==> src/rtl/compare_sort_ctrl.sv <==
// In-place bubble sorter over a small register file of signed words, sharing one
// comparator across every adjacent pair. Optional early exit: COMPARE_SORT_EARLY_EXIT_EN.

module comparator_lt #(
    parameter int N = 32
) (
    input  logic signed [N-1:0] a,
    input  logic signed [N-1:0] b,
    output logic                out
);
    assign out = a < b;
endmodule

module compare_sort_ctrl #(
    parameter  int N     = 32,
    parameter  int DEPTH = 8,
    localparam int AW    = $clog2(DEPTH)
) (
    input  logic          clk,
    input  logic          rst,
    input  logic          wr_en,
    input  logic [AW-1:0] wr_addr,
    input  logic [N-1:0]  wr_data,
    input  logic          start,
    input  logic [AW-1:0] rd_addr,
    output logic [N-1:0]  rd_data,
    output logic          busy,
    output logic          done,
    output logic [15:0]   swap_count
);
    typedef enum logic [2:0] {
        S_IDLE,
        S_CMP,
        S_SWAP,
        S_PEND,
        S_DONE
    } state_t;

    localparam logic [AW-1:0] LAST = AW'(DEPTH - 2);

    state_t        state, state_next;
    logic [N-1:0]  mem [DEPTH];
    logic [AW-1:0] j, pass, j_hi;
    logic          dirty;
    logic          cmp_lt;
    logic          pass_finish;
    logic          sort_init, j_step, pass_step, swap_en, wr_ok;

    assign j_hi = j + AW'(1);

    comparator_lt #(.N(N)) u_cmp (
        .a   (mem[j_hi]),
        .b   (mem[j]),
        .out (cmp_lt)
    );

`ifdef COMPARE_SORT_EARLY_EXIT_EN
    // A pass with no swaps proves the array is already ordered.
    assign pass_finish = (pass == LAST) || !dirty;
`else
    assign pass_finish = (pass == LAST);
`endif

    // NOTE: state flops use non-blocking assignments so every flop samples pre-edge values.
    always_ff @(posedge clk) begin
        if (!rst) state <= S_IDLE;
        else      state <= state_next;
    end

    // NOTE: every output of this block is given a default first, so no path infers a latch.
    always_comb begin
        state_next = state;
        sort_init  = 1'b0;
        j_step     = 1'b0;
        pass_step  = 1'b0;
        swap_en    = 1'b0;
        wr_ok      = 1'b0;
        case (state)
            S_IDLE: begin
                wr_ok = wr_en;
                if (start) begin
                    sort_init  = 1'b1;
                    state_next = S_CMP;
                end
            end
            S_CMP: begin
                if (cmp_lt)         state_next = S_SWAP;
                else if (j == LAST) state_next = S_PEND;
                else                j_step     = 1'b1;
            end
            S_SWAP: begin
                swap_en = 1'b1;
                if (j == LAST) begin
                    state_next = S_PEND;
                end else begin
                    j_step     = 1'b1;
                    state_next = S_CMP;
                end
            end
            S_PEND: begin
                if (pass_finish) begin
                    state_next = S_DONE;
                end else begin
                    pass_step  = 1'b1;
                    state_next = S_CMP;
                end
            end
            S_DONE:  state_next = S_IDLE;
            default: state_next = S_IDLE;
        endcase
    end

    // NOTE: the register file is cleared by reset because a mid-sort reset must leave all entries 0.
    always_ff @(posedge clk) begin
        if (!rst) begin
            for (int i = 0; i < DEPTH; i++) mem[i] <= '0;
            j          <= '0;
            pass       <= '0;
            dirty      <= 1'b0;
            swap_count <= '0;
        end else begin
            if (wr_ok) mem[wr_addr] <= wr_data;
            if (sort_init) begin
                j          <= '0;
                pass       <= '0;
                dirty      <= 1'b0;
                swap_count <= '0;
            end
            if (j_step) j <= j_hi;
            if (pass_step) begin
                pass  <= pass + AW'(1);
                j     <= '0;
                dirty <= 1'b0;
            end
            if (swap_en) begin
                mem[j]    <= mem[j_hi];
                mem[j_hi] <= mem[j];
                dirty     <= 1'b1;
                if (swap_count != 16'hFFFF) swap_count <= swap_count + 16'd1;
            end
        end
    end

    assign rd_data = mem[rd_addr];
    assign busy    = (state == S_CMP) || (state == S_SWAP) || (state == S_PEND);
    assign done    = (state == S_DONE);

endmodule

==> config.mk <==
export PLATFORM = sky130hd
export DESIGN_NAME = compare_sort_ctrl
export DESIGN_NICKNAME = d
export VERILOG_FILES = /design/src/rtl/compare_sort_ctrl.sv
export SDC_FILE = /design/constraint.sdc
export NUM_CORES = 1
export LEC_CHECK = 0
export CELL_PAD_IN_SITES_DETAIL_PLACEMENT = 1
export CELL_PAD_IN_SITES_GLOBAL_PLACEMENT = 1
export CORE_MARGIN = 2
export CORE_UTILIZATION = 51
export CTS_CLUSTER_DIAMETER = 80
export CTS_CLUSTER_SIZE = 8
export DETAILED_ROUTE_END_ITERATION = 10
export PLACE_DENSITY = 0.77
export SETUP_SLACK_MARGIN = 0.3
export SKIP_LAST_GASP = 1
export SYNTH_ARGS = -nofsm -noshare
export SYNTH_HDL_FRONTEND = slang
export SYNTH_SLANG_ARGS = --single-unit
==> constraint.sdc <==
create_clock -name clk -period 5 [get_ports clk]
set_input_delay 0.75 -clock clk [delete_from_list [all_inputs] [get_ports clk]]
set_output_delay 0.75 -clock clk [all_outputs]
set_load 0.01 [all_outputs]
==> metrics.md <==
| Metric | Value |
|---|---|
| Wire length per cell | 35.9 um |
| Clock-pin slew on the worst setup and hold paths | 0.05 ns |
| P_leak | 0.00693 uW |
| Hold Path Class | reg -> reg |
| Vias in the first global route | 15600 |
| Fin crit share | 90.8% |
| RSZ-0062 raised after global routing | false |
| Placed cell areas | 0.0197 sq mm |
| Fin. Hold Viols | 0 |
| Slowest cell on the critical path | dfxtp_1 |
| Clock Sinks | 284 |
| Crit Path Category | reg -> reg |
| Synth Register Bits | 284 |
| First-pass GRT wire length | 99.0 mm |
| Top_reg_cell synth | edfxtp_1 |
| Max Root-Sink Buffers | 3 |
| CP peak stage delay | 0.48 ns |
| P&R area growth vs syn | 17.0% |
| Synth Area in Adders | 2.53% |
| Rows | 68 |
| First-pass DRT Iterations | 5 |
| Post-Synth XOR/XNOR Area | 0.491% |
| Placed wire-length estimate | 38.1 mm |
| Final min period | 4.54 ns |
| Post-route worst setup slack | 0.460 ns |
| Clock skew | 0.0354 ns |
| Initial Utilization | 51.7% |
| DR iter-0 viols | 1841 |
| Initial antenna violation count | 0 |
| DIE WIDTH | 191 um |
| Maxcap violations | 0 |
| Grt total ovfl | 0 |
| Final Net Count | 1484 |
| Post-synth EDFFs | 256 |
| Largest family of logic cells by synthesized area | multiplexers |
| CP Launch Type | flip-flop |
| Share of layout cells above drive strength 1 | 27.6% |
| Yosys top cell by area | edfxtp_1 |
| P per Cell Area | 391 mW/mm^2 |
| VDD IR max | 0.000297 V |
| Final Max Slew Viols | 0 |
| Cts hold-fix bufs | 0 |
| Max Fclk | 220 MHz |
| Leading cell type in the layout, fill and taps excluded | o22ai_1 |
| Residual DRC count | 0 |
| Vias/cell | 7.75 |
| CP delay by family, top | compound AO/OA/AOI/OAI gates |
| Largest cells by area after synthesis | edfxtp_1 43%, mux4_2 24%, o22ai_1 9.1%, mux2i_1 3.8%, dfxtp_1 3.1% |
| Total GRT Usage | 37.3% |
| Critical path fanouts, max | 11 |
| CTS Buf Count | 41 |
| Total number of vias | 14500 |
| Worst-path cell chain | ha_2, xor2_4, buf_4, mux4_2, mux2_2, ha_1, nand4_1, nor4_1, buf_4, nand4_1, o221ai_4, o311a_1, a21oi_1, a2111oi_0 |
| CTS tree | built |
| YS warnings | 0 |
| Asr flop ratio synth | 0% |
| Setup TNS | 0 ns |
| Outcome | completed |
| Syn nets | 1383 |
| Largest net degree at the start of global routing | 66 |
| Count of cell types in the netlist | 51 |
| Boundary Pins | 92 |
| Antenna Nets Post-Route | 0 |
| DIE AREA | 0.0365 sq mm |
| Crit path arrival time | 4.91 ns |
| Post-Synth Simple-Gate Area | 6.00% |
| Crit path buf inv count | 2 |
| Yosys top cell area share | 43.1% |
| Clk root buf | clkbuf_16 |
| H-tree lvl count | 2 |
| Filler Cell Count | 3253 |
| Synthesized area per cell | 13.7 sq um |
| Post-layout total power | 8150 uW |
| Dpl ws | 0.487 ns |
| Worst Tran Pin Value | 1.03 ns |
| Finish-stage setup viols | 0 |
| Area fraction in compound gates after synthesis | 11.3% |
| Rel. slew slack | 31.5% |
| Commonest non-fill, non-tap cells in the layout | 259 x o22ai_1, 256 x edfxtp_1, 192 x mux4_2 |
| Worst EP required | 5.37 ns |
| Worst-Skew Late Latency | 0.55 ns |
| Final RePlAce weighted congestion | 0.856 |
| CORE AREA | 0.0345 sq mm |
| Sequential share of the synthesized area | 46.3% |
| Fin util | 60.5% |
| Final wirelength | 67.0 mm |
| Synthesized instance count | 1305 |
| Input/output buffers | 91 |
| CP Capture Type | flip-flop |
| Die Height | 191 um |
| Fin area | 0.0209 sq mm |
| Ant diodes | 0 |
| Mux cell area share after synthesis | 30.7% |
| Cell Area, Synth | 0.0178 sq mm |
[per-layer routing]
metal  vias to the layer above  share of wire [%]  GRT usage (%)
li1                       5721                  -              -
met1                      7239                 35           48.1
met2                      1220                 47           58.8
met3                       289                 13           9.23
met4                         0                5.4           19.2
met5                         -                  0              0
[timing repair]
| item | CTS | global route |
|---|---|---|
| gates resized for setup | 0 | 4 |
| buffers inserted | 0 | 1 |
| setup endpoints to repair | 0 | 3 |
[cells by family (layout without fill, tap and decap cells)]
logic type / count (synthesis) / after routing
compound gates: 319 / 319
mux: 300 / 300
flops: 284 / 284
simple gates: 235 / 235
buf+inv: 121 / 229
fa+ha+maj: 36 / 36
xor+xnor: 10 / 10
[synthesized netlist by cell type (all sizes together), types with 2 or more instances]
cell and instances:
inv 3, clkbuf 77, and2 9, mux4 192, a2111oi 2, nor2 29
a21boi 7, a311oi 2, nand3 36, nor4 2, buf 41, a31oi 3
o21ai 16, nor3b 2, edfxtp 256, mux2i 68, nand2 118, dfxtp 28
o31ai 3, nand4 11, and4 2, xnor2 5, a21oi 14, o21a 3
nor3 7, ha 36, xor2 5, o221ai 2, or3 2, o22ai 259
nand3b 3, and3 6, nand2b 5, mux2 40
[worst min-delay path: stages, from the launching register on]
cell and delay, ns:
dfxtp_1 0.34, nand3_1 0.08, nor2_1 0.04
[through the flow]
stage / std cells / hold slack, ns
2_1_floorplan: 1305 / 0.457
3_3_place_gp: 1817 / 0.482
3_5_place_dp: 1817 / 0.480
4_1_cts: 1867 / 0.499
5_1_grt: 1868 / 0.538
6_report: 1868 / 0.496
[sequential cells by signal, summed over array words and instances, names as in the netlist, named ones only]
register,flops
state,3
mem,256
swap_count,16
j,3
pass,3
[area by class of cell]
class | count | area (sq um) | share of cell area, %
multi-input combinational | 900 | 9210 | 44.2
sequential | 284 | 8260 | 39.6
timing repair buffer | 176 | 1690 | 8.10
clock buffer | 48 | 1070 | 5.15
tap | 455 | 569 | 2.73
clock inverter | 2 | 46.3 | 0.222
inverter | 3 | 11.3 | 0.0540
[final timing paths]
| check | depth (start not counted) | endpoint | start | slack (ns) |
|---|---|---|---|---|
| max | 14 | j[0] | j[1] | 0.46 |
| min | 2 | state[2] | pass[2] | 0.50 |
| max reg2reg | 14 | j[0] | j[1] | 0.46 |
| min reg2reg | 2 | state[2] | pass[2] | 0.50 |
[power breakdown]
part | internal [uW] | switching [uW]
Clock | 1540 | 1030
Sequential | 2750 | 146
Combinational | 1190 | 1490
Note: power is estimated with default switching activity, not from simulation.
